[config.mk]
export PLATFORM = sky130hd
export DESIGN_NAME = bcd_counter_display
export DESIGN_NICKNAME = d
export VERILOG_FILES = /design/src/rtl/bcd_counter_display.sv
export SDC_FILE = /design/constraint.sdc
export NUM_CORES = 1
export LEC_CHECK = 0
export CAP_MARGIN = 10
export CELL_PAD_IN_SITES_DETAIL_PLACEMENT = 1
export CELL_PAD_IN_SITES_GLOBAL_PLACEMENT = 2
export CORE_MARGIN = 2
export CORE_UTILIZATION = 39
export DETAILED_ROUTE_END_ITERATION = 7
export PLACE_DENSITY_LB_ADDON = 0.1
export REMOVE_ABC_BUFFERS = 1
export SKIP_CTS_REPAIR_TIMING = 1
export SYNTH_ARGS = -nofsm -noshare
export SYNTH_HDL_FRONTEND = slang
export SYNTH_SLANG_ARGS = --single-unit
[constraint.sdc]
create_clock -name clk -period 7.7 [get_ports clk]
set_clock_uncertainty 0.2 [all_clocks]
set_input_delay 1.54 -clock clk [delete_from_list [all_inputs] [get_ports clk]]
set_output_delay 1.54 -clock clk [all_outputs]
set_load 0.005 [all_outputs]
[src/rtl/bcd_counter_display.sv]
// bcd_counter_display: N-digit BCD up/down counter with wrap limit, tick prescaler and muxed 7-segment drive.
// Define BCD_CNT_BLANK_EN to blank leading zero digits.
module bcd_counter_display #(
    parameter int DIGITS   = 4,
    parameter int TICK_DIV = 50000000,
    parameter int SCAN_DIV = 100000
) (
    input  logic                clk,
    input  logic                rst,
    input  logic                run,
    input  logic                up,
    input  logic                clear,
    input  logic [2:0]          speed,
    input  logic [4*DIGITS-1:0] limit,
    output logic [4*DIGITS-1:0] count,
    output logic                wrap,
    output logic [DIGITS-1:0]   an,
    output logic [6:0]          seg
);
    localparam int W  = 4 * DIGITS;
    localparam int PW = $clog2(TICK_DIV + 1);
    localparam int SW = SCAN_DIV > 1 ? $clog2(SCAN_DIV) : 1;
    localparam int IW = DIGITS > 1 ? $clog2(DIGITS) : 1;

    logic [PW-1:0] pcnt, period, p_last;
    logic [SW-1:0] scnt;
    logic [IW-1:0] idx;
    logic [3:0]    digit;
    logic          tick, step, hit, blank, scan_end;

    function automatic logic [W-1:0] bcd_step(input logic [W-1:0] v, input logic dn);
        logic       c;
        logic [3:0] d;
        bcd_step = v;
        c = 1'b1;
        for (int i = 0; i < DIGITS; i++) begin
            d = v[4*i +: 4];
            if (c) begin
                bcd_step[4*i +: 4] = dn ? (d == 4'd0 ? 4'd9 : d - 4'd1) : (d >= 4'd9 ? 4'd0 : d + 4'd1);
                c = dn ? d == 4'd0 : d >= 4'd9;
            end
        end
    endfunction

    function automatic logic [6:0] decode(input logic [3:0] d);
        case (d)
            4'd0: decode = 7'b1000000;
            4'd1: decode = 7'b1111001;
            4'd2: decode = 7'b0100100;
            4'd3: decode = 7'b0110000;
            4'd4: decode = 7'b0011001;
            4'd5: decode = 7'b0010010;
            4'd6: decode = 7'b0000010;
            4'd7: decode = 7'b1111000;
            4'd8: decode = 7'b0000000;
            4'd9: decode = 7'b0010000;
            default: decode = 7'b0111111;
        endcase
    endfunction

    // A shortened period makes pcnt >= p_last immediately, so a speed change can never stall the prescaler.
    assign period   = PW'(TICK_DIV) >> speed;
    assign p_last   = period == '0 ? '0 : period - 1'b1;
    assign tick     = pcnt >= p_last;
    assign step     = tick && run;
    assign hit      = up ? count >= limit : count == '0;
    assign scan_end = scnt == SW'(SCAN_DIV - 1);
    assign digit    = 4'(count >> {idx, 2'b00});
`ifdef BCD_CNT_BLANK_EN
    assign blank = idx != '0 && (count >> {idx, 2'b00}) == '0;
`else
    assign blank = 1'b0;
`endif

    always_ff @(posedge clk or posedge rst) begin
        if (rst) begin
            pcnt  <= '0;
            count <= '0;
            wrap  <= 1'b0;
        end else begin
            pcnt <= tick ? '0 : pcnt + 1'b1;
            wrap <= !clear && step && hit;
            if (clear)
                count <= '0;
            else if (step)
                count <= hit ? (up ? '0 : limit) : bcd_step(count, !up);
        end
    end

    always_ff @(posedge clk or posedge rst) begin
        if (rst) begin
            scnt <= '0;
            idx  <= '0;
            an   <= '1;
            seg  <= 7'h7F;
        end else begin
            scnt <= scan_end ? '0 : scnt + 1'b1;
            if (scan_end)
                idx <= idx == IW'(DIGITS - 1) ? '0 : idx + 1'b1;
            an  <= ~(DIGITS'(1) << idx);
            seg <= blank ? 7'h7F : decode(digit);
        end
    end
endmodule

* Word-level counts from Yosys, hierarchy flattened
Memories as Yosys holds them, arrays and structs flattened. A register that Yosys moved wholly into a read port is not among the register bits.
Cells that the tools add are included.
** Storage, ports and cells
- Register bits after elaboration :: 66
- ROM bits :: 112
- Input port bits :: 24
- Output and inout port bits :: 28
- Memories kept :: 1
** Memory list
- (no name shown) :: depth 16, width 7, read ports 1, clocked after Yosys merged registers in 1, write ports 0, RTL line 46 : case (d)
** Operators by class
- Add/sub/neg operators :: 12
- $lt $le $gt $ge :: 6
- Equal/unequal tests :: 2
- Shift operators :: 3
- Mux-type cells :: 35
- Bitwise gates (word level) :: 1
- Reduce and logical (&&, ||, !) cells :: 17
** Operators by type and width (number)
- 16-bit two-way mux :: 4
- 4-bit two-way mux :: 15
- 26-bit two-way mux :: 2
- 26-bit by 1-bit adder with 26-bit output (second input constant) :: 1
- 26-bit >= comparator :: 1
- 26-bit logical NOT :: 1
- 26-bit by 3-bit right shift with 26-bit output (first input constant) :: 1
- 26-bit by 1-bit subtractor with 26-bit output (second input constant) :: 1
- 17-bit by 1-bit adder with 17-bit output (second input constant) :: 1
- 17-bit equality test (second input constant) :: 1
- 17-bit two-way mux :: 1
- 4-bit by 1-bit adder with 4-bit output (second input constant) :: 4
- 16-bit >= comparator :: 1
- 4-bit >= comparator (second input constant) :: 4
- 16-bit logical NOT :: 1
- 4-bit logical NOT :: 4
- 16-bit by 4-bit right shift with 4-bit output :: 1
- 4-bit by 1-bit subtractor with 4-bit output (second input constant) :: 4
- 1-bit two-way mux :: 12
- 3-bit nonzero test :: 3
- 2-bit AND reduction :: 3
- 4-bit inverter :: 1
- 1-bit by 2-bit << shifter with 4-bit output (first input constant) :: 1
- 1-bit logical AND :: 3
- 5 further kinds :: 5

* Depth between registers and ports, before layout
- Depth in word-level cells :: 17
- Gate-level depth with buffers :: 17

* Least setup slack after synthesis
Ideal clock, no wire load.
- Path kind :: input to register
- Start :: input speed[2]
- End :: register count[14]
- Setup time :: 126 ps
- Arrival time :: 4309 ps
- Path slack :: 3066 ps
- Cell stages on the path :: 16
- Cell sequence :: clkbuf_1 > nand2_1 > inv_1 > nand2_1 > ha_1 > nand2b_1 > o21ai_0 > a32oi_1 > ha_1 > nor3_1 > nor3_1 > a21oi_1 > o211ai_2 > clkbuf_1 > nand2_1 > o311a_1
** On the way
- Longest elaborated chain between the ends :: 7
- Elaborated cells on any way between the ends :: 8
- Classes of those cells :: add/sub: 1; order compare: 1; shift: 1; mux: 1; reduce/logical: 4
** RTL lines
- start: declaration :: RTL line 13 : input logic [2:0] speed,
- 26-bit by 3-bit right shift with 26-bit output * :: RTL line 62 : assign period = PW'(TICK_DIV) >> speed;
- 26-bit by 1-bit subtractor with 26-bit output or 26-bit logical NOT (tied branches) :: RTL line 63 : assign p_last = period == '0 ? '0 : period - 1'b1;
- 26-bit two-way mux * :: RTL line 63
- 26-bit >= comparator * :: RTL line 64 : assign tick = pcnt >= p_last;
- 1-bit logical AND * :: RTL line 65 : assign step = tick && run;
- 2-bit nonzero test (no line) *
- 2-bit AND reduction (no line) *
- end signal: assignment :: RTL line 86 : count <= hit ? (up ? '0 : limit) : bcd_step(count, !up);
- end: declaration :: RTL line 15 : output logic [4*DIGITS-1:0] count,
Every way passes the cells marked *; elsewhere a longest branch is shown, timed or not.
A chain may end at the register's enable or synchronous reset.

* Worst setup path after layout
- Start :: input speed[2]
- End :: register count[12]
Same word-level chain as after synthesis.

==> load_flow_metrics.sql <==
INSERT INTO impl_metrics (metric_group, metric, value, unit) VALUES
('cells_and_area', 'final_nets', '783', ''),
('clocking', 'clk-insertion-delay-late', '0.35', 'ns'),
('timing', 'timing.fmax', '0.174', 'GHz'),
('floorplan', 'fp.dieArea', '15400', 'sq um'),
('clocking', 'clock-sinks', '73', ''),
('global_routing', 'antenna_found_initial', '0', ''),
('timing', 'final_max_slew_viol_count', '0', ''),
('setup_path', 'timing.critical_path.from_type', 'input pin', ''),
('detailed_routing', 'detail_route.first_pass.iterations', '4', ''),
('logic_synthesis', 'postSynthRegisterBits', '73', ''),
('logic_synthesis', 'synth.most_common_cell', 'nor2_1', ''),
('setup_path', 'cpPeakStageDelay', '0.73', 'ns'),
('detailed_routing', 'drt-total-wl', '15.6', 'mm'),
('power', 'worst_ir_drop_vdd', '0.000140', 'V'),
('detailed_routing', 'post_drt_wl_per_cell', '17.7', 'um'),
('logic_synthesis', 'predominant_post_synthesis_flop_cell', 'dfrtp_1', ''),
('flow_run', 'cap_violations', '0', ''),
('power', 'power.static_leakage', '0.00293', 'uW'),
('placement', 'place.gp.congestion', '0.836', ''),
('clocking', 'cts_root_buf', 'clkbuf_16', ''),
('logic_synthesis', 'synth_enable_flop_cells', '0', ''),
('power', 'power.density', '184', 'nW/um^2'),
('detailed_routing', 'post_drt_antenna_nets', '0', ''),
('timing', 'max_slew_margin', '0.367', ''),
('cells_and_area', 'seq_area', '1840', 'sq um'),
('setup_path', 'worst-path-stages', '16', ''),
('logic_synthesis', 'syn-mean-instance-area', '8.61', 'sq um'),
('floorplan', 'die-height', '124', 'um'),
('detailed_routing', 'vias_per_cell', '5.59', ''),
('timing', 'post-route-min-period', '5.75', 'ns'),
('placement', 'portBuffers', '51', ''),
('setup_path', 'worst-r2r-cell-count', '10', ''),
('detailed_routing', 'dr_total_vias', '4904', ''),
('cells_and_area', 'layout-drive-gt1-share', '0.0759', ''),
('logic_synthesis', 'synthesis.instances', '652', ''),
('setup_path', 'critical_path_arrival', '5.74', 'ns'),
('timing', 'report.final.setup_viol', '0', ''),
('logic_synthesis', 'asyncSetResetFlopFracSynth', '1.00', ''),
('placement', 'dp_hpwl', '11.6', 'mm'),
('timing', 'final.period_utilization', '0.747', ''),
('timing', 'rsz0062_at_grt', 'no', ''),
('floorplan', 'initial_utilization', '0.401', ''),
('logic_synthesis', 'synth_largest_area_cell', 'dfrtp_1', ''),
('global_routing', 'grt_use_total', '0.220', ''),
('logic_synthesis', 'synth.top_cells.by_count', 'nor2_1, ha_1, dfrtp_1, inv_1, nand2_1', ''),
('logic_synthesis', 'synth_top_area_frac', '0.276', ''),
('logic_synthesis', 'number_of_distinct_library_cell_variants_in_the_gate_level_netlist_after_synthesis', '65', ''),
('floorplan', 'io-pin-count', '52', ''),
('detailed_routing', 'drt-initial-drc-count', '282', ''),
('outcome', 'status', 'complete, no violations', ''),
('cells_and_area', 'total_area_of_multi_input_combinational_cells', '3430', 'sq um'),
('timing', 'hold_slack', '0.280', 'ns'),
('logic_synthesis', 'ys_top_cells_by_area', 'dfrtp_1, ha_1, dfstp_2', ''),
('timing', 'report.final.hold_viol_count', '0', ''),
('floorplan', 'fp.dieW', '124', 'um'),
('power', 'report.power.total', '1210', 'uW'),
('timing', 'setup_total_negative_slack', '0', 'ns'),
('setup_path', 'worstPathRequired', '7.69', 'ns'),
('setup_path', 'timing.critical_path.cells', 'clkdlybuf4s50_1 -> inv_1 -> nor2_1 -> nand2_1 -> ha_1 -> nand2b_1 -> o21ai_0 -> a32oi_1 -> ha_1 -> nor3_1 -> nor3_1 -> a21oi_1 -> o211ai_2 -> o211ai_1 -> a311oi_1 -> a211oi_1', ''),
('global_routing', 'global_route_wire_length_before_repair', '26.2', 'mm'),
('detailed_routing', 'drc', '0', ''),
('cells_and_area', 'nFillCells', '1691', ''),
('setup_path', 'path_delay_family', 'compound AO/OA/AOI/OAI gates', ''),
('logic_synthesis', 'ys.warnings.count', '0', ''),
('setup_path', 'worst-path-buf-inv', '2', ''),
('logic_synthesis', 'synthesis.area', '5620', 'sq um'),
('global_routing', 'remaining_global_route_overflow', '0', ''),
('setup_path', 'worst-path-max-fanout', '18', ''),
('floorplan', 'core', '14000', 'sq um'),
('min_path', 'min_path_type', 'reg -> reg', ''),
('cells_and_area', 'insertedDiodeCount', '0', '');
report_power, final:
part	internal (uW)	switching [uW]	total, uW	leakage [uW]
Clock	268	172	440	0.000160
Sequential	417	45.3	463	0.000954
Combinational	133	173	306	0.00182
Total	818	391	1210	0.00293
worst paths after layout:
| path | to | start | slack (ns) |
|---|---|---|---|
| min in group asynchronous | scnt[10]$_DFF_PP0_ | rst | 1.61 |
| max | count[12]$_DFFE_PP0P_ | speed[2] | 1.95 |
| min | scnt[0]$_DFF_PP0_ | scnt[0]$_DFF_PP0_ | 0.28 |
| max reg2reg | count[12]$_DFFE_PP0P_ | count[0]$_DFFE_PP0P_ | 4.19 |
| max in group asynchronous | pcnt[3]$_DFF_PP0_ | rst | 5.07 |
| min reg2reg | scnt[0]$_DFF_PP0_ | scnt[0]$_DFF_PP0_ | 0.28 |
worst register-to-register path, cell delays in order (launching register included):
cell	delay (ns)
dfrtp_1	0.52
inv_1	0.17
ha_1	0.31
or3b_1	0.43
and4b_2	0.38
nor2_2	0.09
a31oi_2	0.16
buf_4	0.35
o211ai_1	0.28
a311oi_1	0.36
a211oi_1	0.09
placed cells by master, fill, tap and decap left out, drive strengths merged, types with 6 or more instances in the layout:
cell type       n
a211oi          8
a21oi          51
a311oi          6
a31oi          13
and3            9
clkbuf         12
clkdlybuf4s50  51
dfrtp          62
dfstp          11
ha             66
inv            56
nand2          53
nand2b          7
nand3          27
nand4          12
nor2           78
nor2b           9
nor3           11
o211ai          9
o21ai          31
xnor2          24
xor2           14
sequential cells by signal (all words and copies together) (netlist names):
| register | flops |
|---|---|
| an | 4 |
| pcnt | 26 |
| scnt | 17 |
| wrap | 1 |
| count | 16 |
| idx | 2 |
| seg | 7 |
per-stage QoR:
| stage | util | area, sq um | worst slack [ns] |
|---|---|---|---|
| 2_1_floorplan | - | 5480 | 2.91 |
| 3_3_place_gp | 0.447 | 6250 | 1.86 |
| 3_5_place_dp | 0.447 | 6250 | 1.61 |
| 4_1_cts | 0.470 | 6570 | 1.95 |
| 6_report | 0.470 | 6570 | 1.95 |
| 5_1_grt | 0.470 | 6570 | 1.54 |
logic make-up (layout without fill, tap and decap cells):
| family | after synthesis | in the layout | share of synthesized area |
|---|---|---|---|
| simple gates | 234 | 234 | 0.200 |
| compound gates | 149 | 149 | 0.174 |
| buf+inv | 81 | 127 | 0.0606 |
| flops | 73 | 73 | 0.328 |
| fa+ha+maj | 66 | 66 | 0.147 |
| xor+xnor | 38 | 38 | 0.0593 |
| mux | 11 | 11 | 0.0312 |
metal layers:
| metal | part of all wire | GRT usage | up-vias |
|---|---|---|---|
| met1 | 0.45 | 0.283 | 2411 |
| met5 | 0 | 0 | - |
| met4 | 0.021 | 0.0829 | 0 |
| met2 | 0.49 | 0.371 | 81 |
| li1 | - | - | 2390 |
| met3 | 0.037 | 0.0375 | 22 |
layout make-up:
type | count | area share
Timing Repair Buffer | 56 | 0.0834
Clock inverter | 4 | 0.00438
Tap cell | 180 | 0.0343
Inverter | 55 | 0.0314
Sequential cell | 73 | 0.280
Multi-Input combinational cell | 498 | 0.523
Clock buffer | 12 | 0.0440
Note: power is estimated with default switching activity, not from simulation.
